## config.mk

```make
export PLATFORM = sky130hd
export DESIGN_NAME = button_conditioner
export DESIGN_NICKNAME = d
export VERILOG_FILES = /design/src/rtl/btn_cond_pkg.sv /design/src/rtl/debounce_fsm.sv /design/src/rtl/button_conditioner.sv
export SDC_FILE = /design/constraint.sdc
export NUM_CORES = 1
export LEC_CHECK = 0
export CAP_MARGIN = 20
export CORE_MARGIN = 5
export CORE_UTILIZATION = 36
export DETAILED_ROUTE_END_ITERATION = 8
export PLACE_DENSITY = 0.64
export SKIP_CTS_REPAIR_TIMING = 1
export SYNTH_ARGS = -nofsm -noshare
export SYNTH_HDL_FRONTEND = slang
export SYNTH_SLANG_ARGS = --single-unit
```

## constraint.sdc

```tcl
create_clock -name Clk -period 4.7 [get_ports Clk]
set_input_delay 0.47 -clock Clk [delete_from_list [all_inputs] [get_ports Clk]]
set_output_delay 0.47 -clock Clk [all_outputs]
set_load 0.02 [all_outputs]
```

## src/rtl/btn_cond_pkg.sv

```systemverilog
// Shared types and defaults for the button conditioner: per-key FSM state
// encoding and default debounce/auto-repeat periods (50 MHz system clock).
package btn_cond_pkg;

    typedef enum logic [1:0] {
        IDLE      = 2'd0,
        PRESS_CHK = 2'd1,
        HELD      = 2'd2,
        REL_CHK   = 2'd3
    } btn_state_t;

    localparam int DEBOUNCE_DEFAULT = 500000;
    localparam int REPEAT_DEFAULT   = 12500000;

    // The key counts as pressed once a press is accepted until a release is accepted.
    function automatic logic is_down(input btn_state_t s);
        return (s == HELD) || (s == REL_CHK);
    endfunction

endpackage

```

## src/rtl/debounce_fsm.sv

```systemverilog
// One key: 2-flop synchronizer, debounce FSM with saturating counter, and an
// optional auto-repeat strobe generator selected by REPEAT_EN.
module debounce_fsm
    import btn_cond_pkg::*;
#(
    parameter int DEBOUNCE_CYCLES = DEBOUNCE_DEFAULT,
    parameter int REPEAT_CYCLES   = REPEAT_DEFAULT,
    parameter bit REPEAT_EN       = 1'b0
) (
    input  logic clk,
    input  logic rst,
    input  logic raw_n,
    output logic db_n,
    output logic pulse
);

    localparam int            CW     = $clog2(DEBOUNCE_CYCLES + 1);
    localparam logic [CW-1:0] THRESH = CW'(DEBOUNCE_CYCLES);

    logic          sync_p0;
    logic          sync_p1;
    btn_state_t    state;
    btn_state_t    state_next;
    logic [CW-1:0] cnt;
    logic [CW-1:0] cnt_next;
    logic [CW-1:0] cnt_inc;
    logic          db_next;
    logic          press_next;
    logic          press_pulse;
    logic          rpt_fire;

    // Synchronizer idles high so a reset looks like a released key.
    always_ff @(posedge clk) begin
        if (rst) begin
            sync_p0 <= 1'b1;
            sync_p1 <= 1'b1;
        end else begin
            sync_p0 <= raw_n;
            sync_p1 <= sync_p0;
        end
    end

    assign cnt_inc = (cnt == THRESH) ? cnt : cnt + CW'(1);

    always_comb begin
        state_next = state;
        cnt_next   = cnt;
        case (state)
            IDLE: begin
                if (!sync_p1) state_next = PRESS_CHK;
            end
            PRESS_CHK: begin
                if (sync_p1) begin
                    state_next = IDLE;
                    cnt_next   = '0;
                end else if (cnt_inc == THRESH) begin
                    state_next = HELD;
                    cnt_next   = '0;
                end else begin
                    cnt_next = cnt_inc;
                end
            end
            HELD: begin
                if (sync_p1) state_next = REL_CHK;
            end
            REL_CHK: begin
                if (!sync_p1) begin
                    state_next = HELD;
                    cnt_next   = '0;
                end else if (cnt_inc == THRESH) begin
                    state_next = IDLE;
                    cnt_next   = '0;
                end else begin
                    cnt_next = cnt_inc;
                end
            end
            default: begin
                state_next = IDLE;
                cnt_next   = '0;
            end
        endcase
        db_next    = !is_down(state_next);
        press_next = (state == PRESS_CHK) && (state_next == HELD);
    end

    always_ff @(posedge clk) begin
        if (rst) begin
            state       <= IDLE;
            cnt         <= '0;
            db_n        <= 1'b1;
            press_pulse <= 1'b0;
        end else begin
            state       <= state_next;
            cnt         <= cnt_next;
            db_n        <= db_next;
            press_pulse <= press_next;
        end
    end

    // Repeat counter runs only in HELD; the first repeat lands REPEAT_CYCLES after the press strobe.
    generate
        if (REPEAT_EN && (REPEAT_CYCLES > 0)) begin : g_repeat
            localparam int            RW    = $clog2(REPEAT_CYCLES + 1);
            localparam logic [RW-1:0] RLAST = RW'(REPEAT_CYCLES - 1);
            logic [RW-1:0] rpt_cnt;

            always_ff @(posedge clk) begin
                if (rst || (state != HELD)) begin
                    rpt_cnt  <= '0;
                    rpt_fire <= 1'b0;
                end else if (rpt_cnt == RLAST) begin
                    rpt_cnt  <= '0;
                    rpt_fire <= 1'b1;
                end else begin
                    rpt_cnt  <= rpt_cnt + RW'(1);
                    rpt_fire <= 1'b0;
                end
            end
        end else begin : g_no_repeat
            assign rpt_fire = 1'b0;
        end
    endgenerate

    assign pulse = press_pulse | rpt_fire;

endmodule

```

## src/rtl/button_conditioner.sv

```systemverilog
// Debounces the Run and Continue keys and synchronizes the slide switches.
// Define BTN_COND_AUTOREPEAT_EN to make a held Continue key re-strobe every REPEAT_CYCLES.
module button_conditioner
    import btn_cond_pkg::*;
#(
    parameter int DEBOUNCE_CYCLES = DEBOUNCE_DEFAULT,
    parameter int REPEAT_CYCLES   = REPEAT_DEFAULT
) (
    input  logic       Clk,
    input  logic       Reset,
    input  logic       Run_raw_n,
    input  logic       Continue_raw_n,
    input  logic [9:0] SW_raw,
    output logic       Run_n,
    output logic       Continue_n,
    output logic       Run_pulse,
    output logic       Continue_pulse,
    output logic [9:0] SW_sync
);

`ifdef BTN_COND_AUTOREPEAT_EN
    localparam bit CONT_REPEAT_EN = 1'b1;
`else
    localparam bit CONT_REPEAT_EN = 1'b0;
`endif

    logic [9:0] sw_p0;
    logic [9:0] sw_p1;

    // Switches are level inputs to software, so they are only synchronized.
    always_ff @(posedge Clk) begin
        if (Reset) begin
            sw_p0 <= '0;
            sw_p1 <= '0;
        end else begin
            sw_p0 <= SW_raw;
            sw_p1 <= sw_p0;
        end
    end

    assign SW_sync = sw_p1;

    debounce_fsm #(
        .DEBOUNCE_CYCLES (DEBOUNCE_CYCLES),
        .REPEAT_CYCLES   (REPEAT_CYCLES),
        .REPEAT_EN       (1'b0)
    ) u_run (
        .clk   (Clk),
        .rst   (Reset),
        .raw_n (Run_raw_n),
        .db_n  (Run_n),
        .pulse (Run_pulse)
    );

    debounce_fsm #(
        .DEBOUNCE_CYCLES (DEBOUNCE_CYCLES),
        .REPEAT_CYCLES   (REPEAT_CYCLES),
        .REPEAT_EN       (CONT_REPEAT_EN)
    ) u_continue (
        .clk   (Clk),
        .rst   (Reset),
        .raw_n (Continue_raw_n),
        .db_n  (Continue_n),
        .pulse (Continue_pulse)
    );

endmodule

```

==> results.cfg <==
[routing]
via_per_inst = 5.48
drtPass1Iterations = 4
wl_per_cell_um = 14.7
drc = 0
wirelength_mm = 8.97
vias = 3339
drtIter0Drc = 217
ant_nets = 0

[power_and_ir_drop]
pwr_density_cell_mw_per_mm2 = 270
p_switching_uw = 269
pwr-share-seq_pct = 53.2
comb_power_share_pct = 4.4
p_int_uw = 872
p_leak_nw = 1.36
pwr-share-clk_pct = 42.4
switching_share_pct = 23.6
ir_drop_mv = 0.160
p_total_mw = 1.14

[floorplanning]
die-area_sq_mm = 0.0124
start_util_pct = 36.4
rows = 37
pin_count = 28
die_w_um = 112
fp.dieH_um = 112
core_area_sq_mm = 0.0102

[logic_synthesis]
yosys_warnings = 0
synth_area_per_cell_sq_um = 8.07
synth-seq-cells = 70
syn-num-nets = 478
synth_edf_count = 0
yosysSeqAreaShare_pct = 37.8
syn_area_sq_mm = 0.00371
synth-main-ff-cell = dfxtp_1
async_reset_ff_share_pct = 0
ys_types = 59
synth_cells = 460

[timing]
period_needed_ps = 3620
period_share_pct = 77.1
worst_pin_slew_ps = 943
hold_viol_final = 0
final_max_slew_viol_count = 0
max_freq_mhz = 276
fin_skew_ps = 11.8
rsz0062_at_grt = false
setup_violations = 0
setup_tns_ps = 0
relSlewSlack_pct = 36.6

[setup_path]
rr_worst_depth = 8
worstReg2RegStart = u_continue.cnt[0]$_SDFFE_PP0P_
critPathTopFamily = simple AND/OR/NAND/NOR gates
crit_required_ps = 4920
reg2reg_slack_ps = 1080
critPathArrivalTime_ps = 3850
crit_top_cell = nand4_1
slowest_delay_ps = 530
crit_slowest_cell = or4_1
crit_chain = ha_1 > nand4_1 > or3_1 > or4_1 > o2bb2a_1 > nand4_1 > or2_1 > mux2_2
r2r-end = u_continue.state[1]$_SDFF_PP0_
worstSetupEndpointType = flip-flop
timing.critical_path.buf_inv = 0
start_kind = flip-flop
crit_type = reg -> reg
cp_max_fo = 13

[flow_run]
drv_cap = 0

[cells_and_area]
drive_gt1_share_pct = 7.82
instances_no_fill = 609
nFillCells = 1037
final_cell_mix = 70 x dfxtp_1, 52 x nand2_1, 33 x nand3_1
diodes = 0
layout.nets = 486
area_growth_pct = 13.8
fin_area_sq_mm = 0.00422
final_util_pct = 41.5
ff_latch_area_sq_mm = 0.00140
multi_input_area_sq_mm = 0.00212
final_common_cell = dfxtp_1

[clocking]
cts_root_buffer = clkbuf_8
cts.clk_slew.worst_paths_ps = 80
ctsLongestPathBuffers = 2
clk_latency_ps = 340
htreeDepth = 3
cts_sinks = 70
numCtsBuffers = 9
tritoncts = built

[placed_design]
dp_cells = 593
dpl_cell_area_sq_mm = 0.00403
routabilityCongestion = 0.872
hpwlAfterDp_mm = 6.15
port_buffers = 27

[global_routing]
grt_util_all_layers_pct = 14.7
grt_pass1_vias = 3203
grt_overflow = 0
grt_max_degree = 52
grt_pass1_wl_mm = 15.5
antenna_found_initial = 0

[min_path]
min-delay-start = u_continue.sync_p0$_SDFF_PP1_
min_path_cells = 1
hold_end = u_continue.sync_p1$_SDFF_PP1_
hold_path_class = reg -> reg

[status]
status = finished, final reports clean
==> worst max-delay path by stage <==
stage,from,to,slack (ps),cells after the start
after floorplan,u_run.cnt[1]$_SDFFE_PP0P_,u_run.cnt[18]$_SDFFE_PP0P_,1910,9
after global placement,u_continue.cnt[0]$_SDFFE_PP0P_,u_continue.state[1]$_SDFF_PP0_,1300,8
after detailed placement,u_continue.cnt[0]$_SDFFE_PP0P_,u_continue.state[1]$_SDFF_PP0_,1190,8
after CTS,u_continue.cnt[0]$_SDFFE_PP0P_,u_continue.state[1]$_SDFF_PP0_,1140,8
after global routing,u_continue.cnt[0]$_SDFFE_PP0P_,u_continue.state[1]$_SDFF_PP0_,890,8
final,u_continue.cnt[0]$_SDFFE_PP0P_,u_continue.state[1]$_SDFF_PP0_,1080,8
==> state kept, by name, summed over array words and instances, names as in the netlist <==
register and cells:
u_run.sync_p0 1, u_run.state 2, sw_p0 10, u_continue.sync_p0 1, u_continue.pulse 1, u_continue.state 2
u_run.db_n 1, u_run.sync_p1 1, u_run.pulse 1, u_run.cnt 19, u_continue.db_n 1, u_continue.cnt 19
u_continue.sync_p1 1, SW_sync 10
==> cells by family (layout without fill, tap and decap cells) <==
logic type               after synthesis  after routing  synth area share, %
AO/OA/AOI/OAI                         82             82                 15.1
XOR/XNOR                              11             11                 2.60
adder cells (fa/ha/maj)                4              4                 1.35
buffers and inverters                 47             60                 5.16
flip-flops                            70             70                 37.8
multiplexers                           8              8                 2.23
AND/OR/NAND/NOR                      238            238                 35.8
==> Yosys cell counts, types with 10 or more instances <==
cell       n  area share (%)
clkbuf_1  22             2.2
o21ai_0   21             2.8
dfxtp_1   70              38
inv_1     15             1.5
nor4_1    10             1.7
nand4_1   18             3.0
nor2_1    29             2.9
a21oi_1   13             1.8
nand2_1   52             5.3
nand3_1   33             4.5
nor2b_1   27             4.6
==> stage by stage <==
stage,setup WS (ps),hold slack (ps)
3_5_place_dp,1190,401
3_3_place_gp,1300,392
4_1_cts,1140,420
2_1_floorplan,1910,389
5_1_grt,894,438
6_report,1080,417
==> routing by layer <==
| layer | vias up | part of all wire [%] | track usage [%] |
|---|---|---|---|
| met1 | 1572 | 45 | 18.7 |
| li1 | 1685 | - | - |
| met2 | 76 | 50 | 25.2 |
| met4 | 0 | 0.81 | 4.62 |
| met5 | - | 0 | 0 |
| met3 | 6 | 4.2 | 2.88 |
==> final cells by class <==
| class | instances | share of cell area (%) |
|---|---|---|
| clock buffer | 9 | 2.93 |
| clock inverter | 7 | 1.72 |
| inverter | 15 | 1.33 |
| multi-input combinational | 343 | 50.2 |
| sequential | 70 | 33.2 |
| tap | 136 | 4.03 |
| timing repair buffer | 29 | 6.64 |
==> power groups by stage <==
stage                     registers (mW)  logic [mW]  clock network, mW
after floorplan                    0.624      0.0237                  0
after detailed placement           0.621      0.0509                  0
after CTS                          0.607      0.0512              0.498
after global routing               0.608      0.0551              0.531
after global placement             0.620      0.0499                  0
final                              0.607      0.0502              0.484
No activity file was read; power rests on OpenSTA's default activity.
